$ cat src/rtl/sik_mem_arbiter.sv
// Round-robin arbiter sharing the single-port main memory between instruction
// fetch (read-only) and the data unit (Load/Store), one access per four cycles.
//
// state | meaning
// IDLE  | waiting for a request; grant decision made here only
// ISSUE | mem_en/mem_we registered, RAM samples the access at this edge
// WAIT  | mem_rdata valid; captured into winner's rdata, ack raised
// RESP  | ack high for this one cycle, then back to IDLE
module sik_mem_arbiter #(
  parameter int AW = 16,
  parameter int DW = 16
) (
  input  logic          clk,
  input  logic          reset,
  input  logic          halt,
  input  logic          f_req,
  input  logic [AW-1:0] f_addr,
  output logic          f_ack,
  output logic [DW-1:0] f_rdata,
  input  logic          d_req,
  input  logic          d_we,
  input  logic [AW-1:0] d_addr,
  input  logic [DW-1:0] d_wdata,
  output logic          d_ack,
  output logic [DW-1:0] d_rdata,
  output logic          mem_en,
  output logic          mem_we,
  output logic [AW-1:0] mem_addr,
  output logic [DW-1:0] mem_wdata,
  input  logic [DW-1:0] mem_rdata,
  output logic          busy,
  output logic          gnt_d
);

  typedef enum logic [1:0] {IDLE, ISSUE, WAIT, RESP} state_t;

  state_t state;
  logic   last_d;
  logic   xfer_we;
  logic   pick_d;

  // Data wins when it is alone, or on a tie when fetch was served last.
  assign pick_d = d_req && (!f_req || !last_d);

  always_ff @(posedge clk or negedge reset) begin
    if (!reset) begin
      state     <= IDLE;
      last_d    <= 1'b1;
      xfer_we   <= 1'b0;
      f_ack     <= 1'b0;
      d_ack     <= 1'b0;
      f_rdata   <= '0;
      d_rdata   <= '0;
      mem_en    <= 1'b0;
      mem_we    <= 1'b0;
      mem_addr  <= '0;
      mem_wdata <= '0;
      busy      <= 1'b0;
      gnt_d     <= 1'b0;
    end else begin
      case (state)
        IDLE: begin
          if (!halt && (f_req || d_req)) begin
            state     <= ISSUE;
            busy      <= 1'b1;
            gnt_d     <= pick_d;
            last_d    <= pick_d;
            mem_en    <= 1'b1;
            mem_addr  <= pick_d ? d_addr : f_addr;
            mem_we    <= pick_d && d_we;
            xfer_we   <= pick_d && d_we;
            mem_wdata <= d_wdata;
          end
        end
        ISSUE: begin
          mem_en <= 1'b0;
          mem_we <= 1'b0;
          state  <= WAIT;
        end
        WAIT: begin
          if (!gnt_d) begin
            f_rdata <= mem_rdata;
            f_ack   <= 1'b1;
          end else begin
            if (!xfer_we) d_rdata <= mem_rdata;
            d_ack <= 1'b1;
          end
          state <= RESP;
        end
        RESP: begin
          f_ack <= 1'b0;
          d_ack <= 1'b0;
          busy  <= 1'b0;
          state <= IDLE;
        end
        default: state <= IDLE;
      endcase
    end
  end

endmodule

$ cat config.mk
export PLATFORM = sky130hd
export DESIGN_NAME = sik_mem_arbiter
export DESIGN_NICKNAME = d
export VERILOG_FILES = /design/src/rtl/sik_mem_arbiter.sv
export SDC_FILE = /design/constraint.sdc
export NUM_CORES = 1
export LEC_CHECK = 0
export CORE_MARGIN = 8
export CORE_UTILIZATION = 45
export CTS_CLUSTER_DIAMETER = 60
export DETAILED_ROUTE_END_ITERATION = 8
export PLACE_DENSITY = 0.85
export SYNTH_ARGS = -nofsm -noshare
export SYNTH_HDL_FRONTEND = slang
export SYNTH_SLANG_ARGS = --single-unit
$ cat constraint.sdc
create_clock -name clk -period 3.4 [get_ports clk]
set_input_delay 1.02 -clock clk [delete_from_list [all_inputs] [get_ports clk]]
set_output_delay 1.02 -clock clk [all_outputs]
set_load 0.005 [all_outputs]
* Word-level counts from Yosys, hierarchy flattened *
Index checks and enable logic that the tools add are counted.

operators by class
  shift operators = 0
  bitwise gates (word level) = 2
  order comparisons = 0
  divide/modulo/power cells = 0
  mux-type cells = 12
  $mul = 0
  reduce and logical (&&, ||, !) cells = 19
  equal/unequal tests = 6
  $add $sub $neg = 0

operator list
  cell                                           count
  2-to-1 mux 16 bit                              1
  AND reduction 2 bit                            6
  case mux 1 bit (2 select lines)                5
  case mux 2 bit (4 select lines)                1
  inequality test 2 bit, second input constant   3
  nonzero test 2 bit                             3
  == test 2 bit, second input constant           2
  2-to-1 mux 1 bit                               4
  logical AND 1 bit                              3
  zero test 1 bit                                3
  AND reduction 3 bit                            1
  == test 2 x 1 -> 1 bit, second input constant  1
  zero test 2 bit                                1
  logical OR 1 bit                               2
  2-to-1 mux 2 bit                               1
  NOT 1 bit                                      2

storage, ports and cells
  memory bits (writable) = 0
  bits in latches = 0
  ROM bits = 0
  output and inout bits = 70
  input bits = 70
  memories kept = 0
  flip-flop bits (word level) = 74

* Logic depth before layout (Yosys ltp) *
Gate-level depths: netlist of the first run.

  depth in word-level cells = 6
  gate-level depth with buffers = 8
  depth with buffers taken out = 5

* Worst setup path before layout of the first run *
Ideal clock, no wire load.

  path type = input -> register
  start point = in halt
  end point = reg mem_wdata[10]
  stages = 5
  setup time = 0.125 ns
  arrival time = 1.912 ns
  path slack = 1.363 ns
  cells stage by stage = o21ba_1 -> and2_4 -> buf_6 -> buf_6 -> mux2_4

between the ends
  longest elaborated chain between the ends = 3

ends and longest elaborated chain
  item                           line  text
  start: declaration             15    input logic halt,
  zero test 1 bit                63    if (!halt && (f_req || d_req)) begin
  logical AND 1 bit              63
  AND reduction 2 bit (no line)  -
  end signal: assignment         72    mem_wdata <= d_wdata;
  end: declaration               29    output logic [DW-1:0] mem_wdata,

No other way between the ends.
A chain may end at the register's enable or synchronous reset.

* Worst setup path in the final report of the first run *
  start point = reg gnt_d
  end point = out gnt_d

RTL lines
  item                      line  text
  start: declaration        32    output logic gnt_d
  start signal: assignment  66    gnt_d <= pick_d;

No word-level cell between the ends.

==> run summary, run 1 <==
Entering global routing, the biggest net connects 75 pins. The clock tree from TritonCTS is yes. The endpoint required time on the critical path is 2.38 ns. The clock-pin slew on the worst setup and hold paths is 0.07 ns.

In this run the number of H-tree levels came out at 3. The slowest stage of the critical path is the clkdlybuf4s50_1 cell. The global-route wire length before repair is 13.2 mm. The count of hold buffers inserted by post-cts repair came out at 0. The total clock sinks came out at 74. The static leakage power came out at 2.06 nW. The instance area at placement came out at 4590 sq um. The net count of the mapped netlist came out at 314. The kind of cell adding the most delay to the critical path is buffers and inverters. The total vias in the final route came out at 2401.

The flow ran to the end, and the final reports show no timing, DRC or antenna violations. The number of diodes came out at 0. The number of flip-flops and latches in the synthesized netlist is 74. The fraction of final layout cells with drive strength greater than 1 came out at 19.8%.

The total of buffers placed on input and output ports is 139. In this run the clock root is driven by a clkbuf_8. The die footprint came out at 9910 sq um.

The library cell used most frequently in the layout, excluding fill and tap cells, is clkdlybuf4s50_1. The finished cells cover 4830 sq um. Setup repair after global routing left no endpoint under its margin. The count of pins over their slew limit is 0.

After routing, the total negative slack on setup checks comes to 0 ns. The relative area change from synthesis to final layout came out at 53.9%. The number of buffers inserted during clock tree synthesis came out at 9.

The worst setup path is of the register to primary output kind. The overall track demand over capacity in global routing came out at 16.9%. The cell count after synthesis came out at 239. The post-route antenna net violation count came out at 0. The power density relative to cell area came out at 913 nW/um^2. The signal on the critical path passes through clkdlybuf4s50_1. At the pin with the least slew margin, the transition time is 0.902 ns. IR analysis of the VDD net gives a maximum drop of 0.385 mV. The worst path buffer plus inverter count is 1.

The number of detailed-route iterations in the first pass came out at 4. Dividing the detail-routed wire length by the instance count gives 17.3 um. At the end of the flow, the number of nets in the layout was 454. The clock insertion delay at the later pin of the skew report is 0.34 ns.

The row count is 30. The DRC marker count from the first detailed-route iteration came out at 96. The initial antenna violation count is 0.

Post-CTS repair changed the size of 0 cells. The core region is 6790 sq um. The deepest clock path buffer count is 2. The period utilization came out at 70.2%. The die extent in x is 99.5 um.

For this block, the routed nets add up to 8.30 mm of wire. The I/O pin count came out at 140. The effective utilization at floorplan came out at 46.2%. The total grt overflow came out at 0. The final count of negative-setup-slack endpoints is 0. The capturing element type of the critical path is a primary output.

Across the routed clock network, the largest skew measured is 0.0106 ns. The maximum net fanout on the critical path is 7. For this run, design rule violations remaining after detail routing come to 0.

Headroom to the max-slew limit came out at 39.9%. The die is 99.5 um tall. The number of library cell types mapped by synthesis came out at 30.

The slack of the worst reg-to-reg path is 1.65 ns. After synthesis, flip-flops and latches occupy 59.0% of the total area. Cells fill 71.2% of the core in the end. The last weighted congestion value of the routability-driven placer came out at 0.758. The shortest period the worst path allows is 2.39 ns. The sort of element at the start of the critical path is a register.

The max-capacitance violation count came out at 0. Timing would allow up to 419 MHz. The arrival time reported for the critical path endpoint came out at 1.37 ns. The number of global-route vias before repair is 2621.

The via density per instance came out at 5.00. The tightest min-delay check is of the register to register type. The synthesized area per cell came out at 13.1 sq um. The maximum cell stage delay along the critical path came out at 0.57 ns. The number of post-CTS setup repair buffers is 0. The final hold violation count is 0.

The synthesized area is 3140 sq um. The library cells used most frequently in the layout, excluding fill and tap cells, are clkdlybuf4s50_1, dfrtp_1, mux2_2, nand2_1, a31oi_1. The placed wire-length estimate after detailed placement is 6.17 mm. The yosys synthesis warning count is 0.
## through the flow
| step | setup WS [ns] | std cells | total power [mW] | hold slack, ns |
|---|---|---|---|---|
| final | 1.01 | 480 | 4.41 | 0.508 |
| after detailed placement | 0.675 | 464 | 3.62 | 0.492 |
| after global placement | 0.734 | 464 | 3.54 | 0.484 |
| after CTS | 0.992 | 480 | 4.48 | 0.512 |
| after floorplan | 1.36 | 239 | 2.46 | 0.464 |
| after global routing | 0.938 | 480 | 4.69 | 0.520 |
## Yosys cell counts (all sizes together)
master	instances	share of area, %
a21bo	1	0.32
a21boi	1	0.36
a21o	2	0.48
a21oi	16	2.5
a22o	4	1.1
a31oi	17	3.4
and2	1	0.28
and3	1	0.20
buf	10	2.5
clkbuf	4	0.48
dfrtp	73	58
dfstp	1	0.84
ha	5	2.0
inv	3	0.36
mux2	51	20
mux2i	1	0.32
nand2	36	4.3
nand2b	1	0.20
nand3	2	0.32
nand3b	2	0.60
nor2	1	0.12
nor2b	1	0.20
nor3b	1	0.24
o21ai	2	0.32
o21ba	1	0.32
o21bai	1	0.24
## registers in the layout, summed over array words and instances, names as in the netlist
register / flops
busy: 1
d_ack: 1
d_rdata: 16
f_ack: 1
f_rdata: 16
gnt_d: 1
last_d: 1
mem_addr: 16
mem_en: 1
mem_wdata: 16
mem_we: 1
state: 2
xfer_we: 1
## worst paths after layout
path,from,to,depth (start not counted)
setup / recovery,gnt_d,gnt_d,1
hold / removal,f_rdata[11],f_rdata[11],1
setup reg to reg,state[0],d_rdata[5],4
hold reg to reg,f_rdata[11],f_rdata[11],1
max in group asynchronous,reset,mem_addr[0],1
min in group asynchronous,reset,f_rdata[10],1
## final cells by class
class / count / area, sq um
Clock inverter: 7 / 124
Clock buffer: 9 / 124
Inverter: 3 / 11.3
Fill cell: 491 / 1960
Multi-Input combinational cell: 148 / 1180
Tap cell: 96 / 120
Sequential cell: 74 / 1850
Timing Repair Buffer: 143 / 1420
## power breakdown
group          leakage [nW]  internal (mW)  switching, mW
registers             0.863           1.34          0.262
logic                  1.08           1.31          0.675
clock network         0.121          0.495          0.341
## cells by family (layout without fill, tap and decap cells)
logic type               Yosys count  count (layout)  synth area share (%)
flip-flops                        74              74                  59.0
multiplexers                      52              52                  20.2
AND/OR/NAND/NOR                   46              46                  6.45
AO/OA/AOI/OAI                     45              45                  9.08
buffers and inverters             17             162                  3.31
adder cells (fa/ha/maj)            5               5                  1.99
## layer usage
layer | share of wire (%) | vias up | global-route usage (%) | routed length (um)
met5 | 0 | - | 0 | 0
met4 | 1.3 | 0 | 7.57 | 108
met3 | 9.3 | 11 | 6.49 | 770
met2 | 46 | 113 | 26.9 | 3850
met1 | 43 | 1159 | 19.9 | 3570
li1 | - | 1118 | - | -
No activity file was read; power rests on OpenSTA's default activity.
==> inputs of run 2 (changes only) <==
Settings changed: CORE_UTILIZATION 45 to 42, PLACE_DENSITY 0.85 to 0.8.
Clock period 3.4 ns to 2.2 ns, I/O delays scaled along.
==> run 2 against run 1 <==
  * Sequential power up 54%
  * Final cell count up 1.9%
  * Global-route usage down 0.41 points
  * Cell area up 1.6%
==> run summary, run 2 (synthesis gave the netlist of run 1 again) <==
The peak supply drop came to 0.546 mV (+42%). The total grt overflow came out at 0 (unchanged). The transition at the pin with the smallest max-transition slack was 0.577 ns (-0.325 ns). The total of fill cells in the finished design is 575 (+17%). The DRC violation count after routing came to 0 (unchanged). The worst hold margin came to 0.305 ns (-0.204 ns). The final design area excluding fillers came out at 4910 sq um (+1.6%). The overall track demand over capacity in global routing is 16.5% (-0.41 points).

The clock tree from TritonCTS is yes. The power density relative to cell area came to 1380 nW/um^2 (+51%). The via density per instance came to 4.90 (-2.0%). The DRC marker count from the first detailed-route iteration came out at 48 (-50%). The height of the chip is 102 um (+2.9%). The maximum cell stage delay along the critical path was 0.55 ns (-0.02 ns). The total power draw came out at 6.77 mW (+53%).

The detailed-route wire length is 8.61 mm (+3.7%). The net load switching power is 1.97 mW (+54%). The instance area at placement was 4690 sq um (+2.2%). The final hold violation count was 0 (unchanged). Traced cell by cell, the critical path runs through clkdlybuf4s50_1. The worst setup path is captured at a primary output. The highest achievable clock rate came out at 497 MHz.

The sequential cell fraction of total power came to 36.4% (+0.2 points). The layout net count is 460 (+1.3%). The deepest clock path buffer count came out at 2 (unchanged). The number of diodes is 0 (unchanged).

The post-CTS resize count came out at 0 (unchanged). The period utilization is 91.4%. The count of hold buffers inserted by post-cts repair is 0 (unchanged). The worst setup slack after layout is 0.189 ns (-0.825 ns). The sort of element at the start of the critical path is a register. The highest-delay cell along the critical path is clkdlybuf4s50_1. The worst slew slack as a fraction of its limit is 61.6% (+22 points). The global-route wire length before repair is 13.2 mm (-0.42%). The relative area change from synthesis to final layout came out at 56.5%. The shortest period the worst path allows came out at 2.01 ns.

The number of buffers inserted during clock tree synthesis is 9 (unchanged). The number of detailed-route iterations in the first pass is 4 (unchanged). The worst path buffer plus inverter count came out at 1 (unchanged). The arrival time reported for the critical path endpoint came out at 1.35 ns (-0.02 ns). The total of buffers placed on input and output ports is 139 (unchanged).

The number of standard cells in the layout, taps in and fillers out came out at 489 (+1.9%). The kind of critical path is register to primary output. The number of global-route vias before repair was 2608 (-0.50%). The detail-routed net length per standard cell is 17.6 um (+1.8%). The number of cells after detailed placement is 473 (+1.9%). The switching part of the total power came out at 29.1% (+0.10 points).

The core footprint came out at 7250 sq um (+6.8%). The total vias in the final route was 2398 (-0.12%). The most common library cell in the layout ignoring fill and taps is clkdlybuf4s50_1. Setup repair after global routing left no endpoint under its margin.

The largest net degree at the start of global routing is 46 (-39%). The worst slack at placement is 0.0169 ns (-0.658 ns). The final count of negative-setup-slack endpoints is 0 (unchanged). The initial antenna violation count is 0 (unchanged).

The maximum net fanout on the critical path is 7 (unchanged). The total clock sinks came to 74 (unchanged). The final setup skew was 0.00814 ns (-0.00248 ns). The post-route antenna net violation count came to 0 (unchanged). The kind of cell adding the most delay to the critical path is buffers and inverters. The endpoint required time on the critical path came out at 1.54 ns (-0.84 ns). The share of power burned in the clock network was 17.2% (-1.7 points). The die footprint was 10500 sq um (+6.0%). The logic gate share of total power came out at 46.3% (+1.4 points). The library cells used most frequently in the layout, excluding fill and tap cells, are clkdlybuf4s50_1, dfrtp_1, mux2_2, nand2_1, a31oi_1. The die extent in x came out at 102 um (+2.9%). The internal power consumption is 4.80 mW (+53%). The total negative setup slack is 0 ns (unchanged).

The last weighted congestion value of the routability-driven placer is 0.723 (-4.6%). The clock insertion delay at the later pin of the skew report came out at 0.33 ns (about the same). The placed wire-length estimate after detailed placement came out at 6.73 mm (+9.2%). The row count is 31 (+3.3%). The path class of the tightest hold or removal check is input pin to async pin. The count of pins over their slew limit came out at 0 (unchanged). The fraction of final layout cells with drive strength greater than 1 came out at 21.0% (+1.2 points). The effective utilization at floorplan came out at 43.3% (-2.9 points). The utilization after layout is 67.7% (-3.4 points).

The number of post-CTS setup repair buffers came out at 0 (unchanged). The I/O pin count came out at 140 (unchanged). The maximum level of the CTS H-tree came out at 3 (unchanged). The clock-pin slew on the worst setup and hold paths came out at 0.08 ns (about the same).

The run finished with clean final reports. The tree is rooted in a clkbuf_8. The static leakage power came out at 2.10 nW (+1.8%).

The max-capacitance violation count is 0 (unchanged).
## run 2: changes by cell type in the layout (fill, tap and decap cells not counted), sizes merged
cell / delta
inv: -3
buf: +6
clkinv: +3
bufinv: -1
clkbuf: +1
## run 2: final timing paths
kind                        startpoint          end  slack [ns]  cells past startpoint
hold / removal                   reset        f_ack        0.30                      1
setup reg to reg              state[0]   d_rdata[4]        0.43                      4
min in group clk           d_rdata[15]  d_rdata[15]        0.51                      1
hold reg to reg            d_rdata[15]  d_rdata[15]        0.51                      1
setup / recovery                 gnt_d        gnt_d        0.19                      1
max in group asynchronous        reset  f_rdata[12]        1.34                      2
## run 2: final cells by class
type | instances | area [sq um] | share of cell area, %
clock inverters | 6 | 90.1 | 1.83
multi-input cells | 148 | 1180 | 24.1
clock buffers | 10 | 138 | 2.80
well taps | 99 | 124 | 2.52
inverters | 3 | 11.3 | 0.229
repair buffers | 149 | 1510 | 30.8
flip-flops and latches | 74 | 1850 | 37.7
## run 2: power by group through the flow
| stage | logic [mW] | clock network, mW | registers, mW |
|---|---|---|---|
| after floorplan | 1.30 | 0 | 2.50 |
| after global placement | 3.08 | 0 | 2.47 |
| after detailed placement | 3.18 | 0 | 2.49 |
| after CTS | 3.19 | 1.20 | 2.47 |
| after global routing | 3.38 | 1.25 | 2.56 |
| final | 3.14 | 1.17 | 2.47 |
## run 2: layer usage
metal / part of all wire [%] / wire (um) / global-route usage, % / vias up
li1: - / - / - / 1129
met4: 1.8 / 154 / 6.88 / 0
met3: 10 / 899 / 6.81 / 11
met5: 0 / 0 / 0 / -
met1: 39 / 3350 / 17.6 / 1155
met2: 49 / 4210 / 28.3 / 103
==> inputs of run 3 (changes only) <==
Settings changed: SETUP_SLACK_MARGIN set to 0.02.
==> results of run 3 <==
Final layout, timing and power as in run 2 (identical DEF).
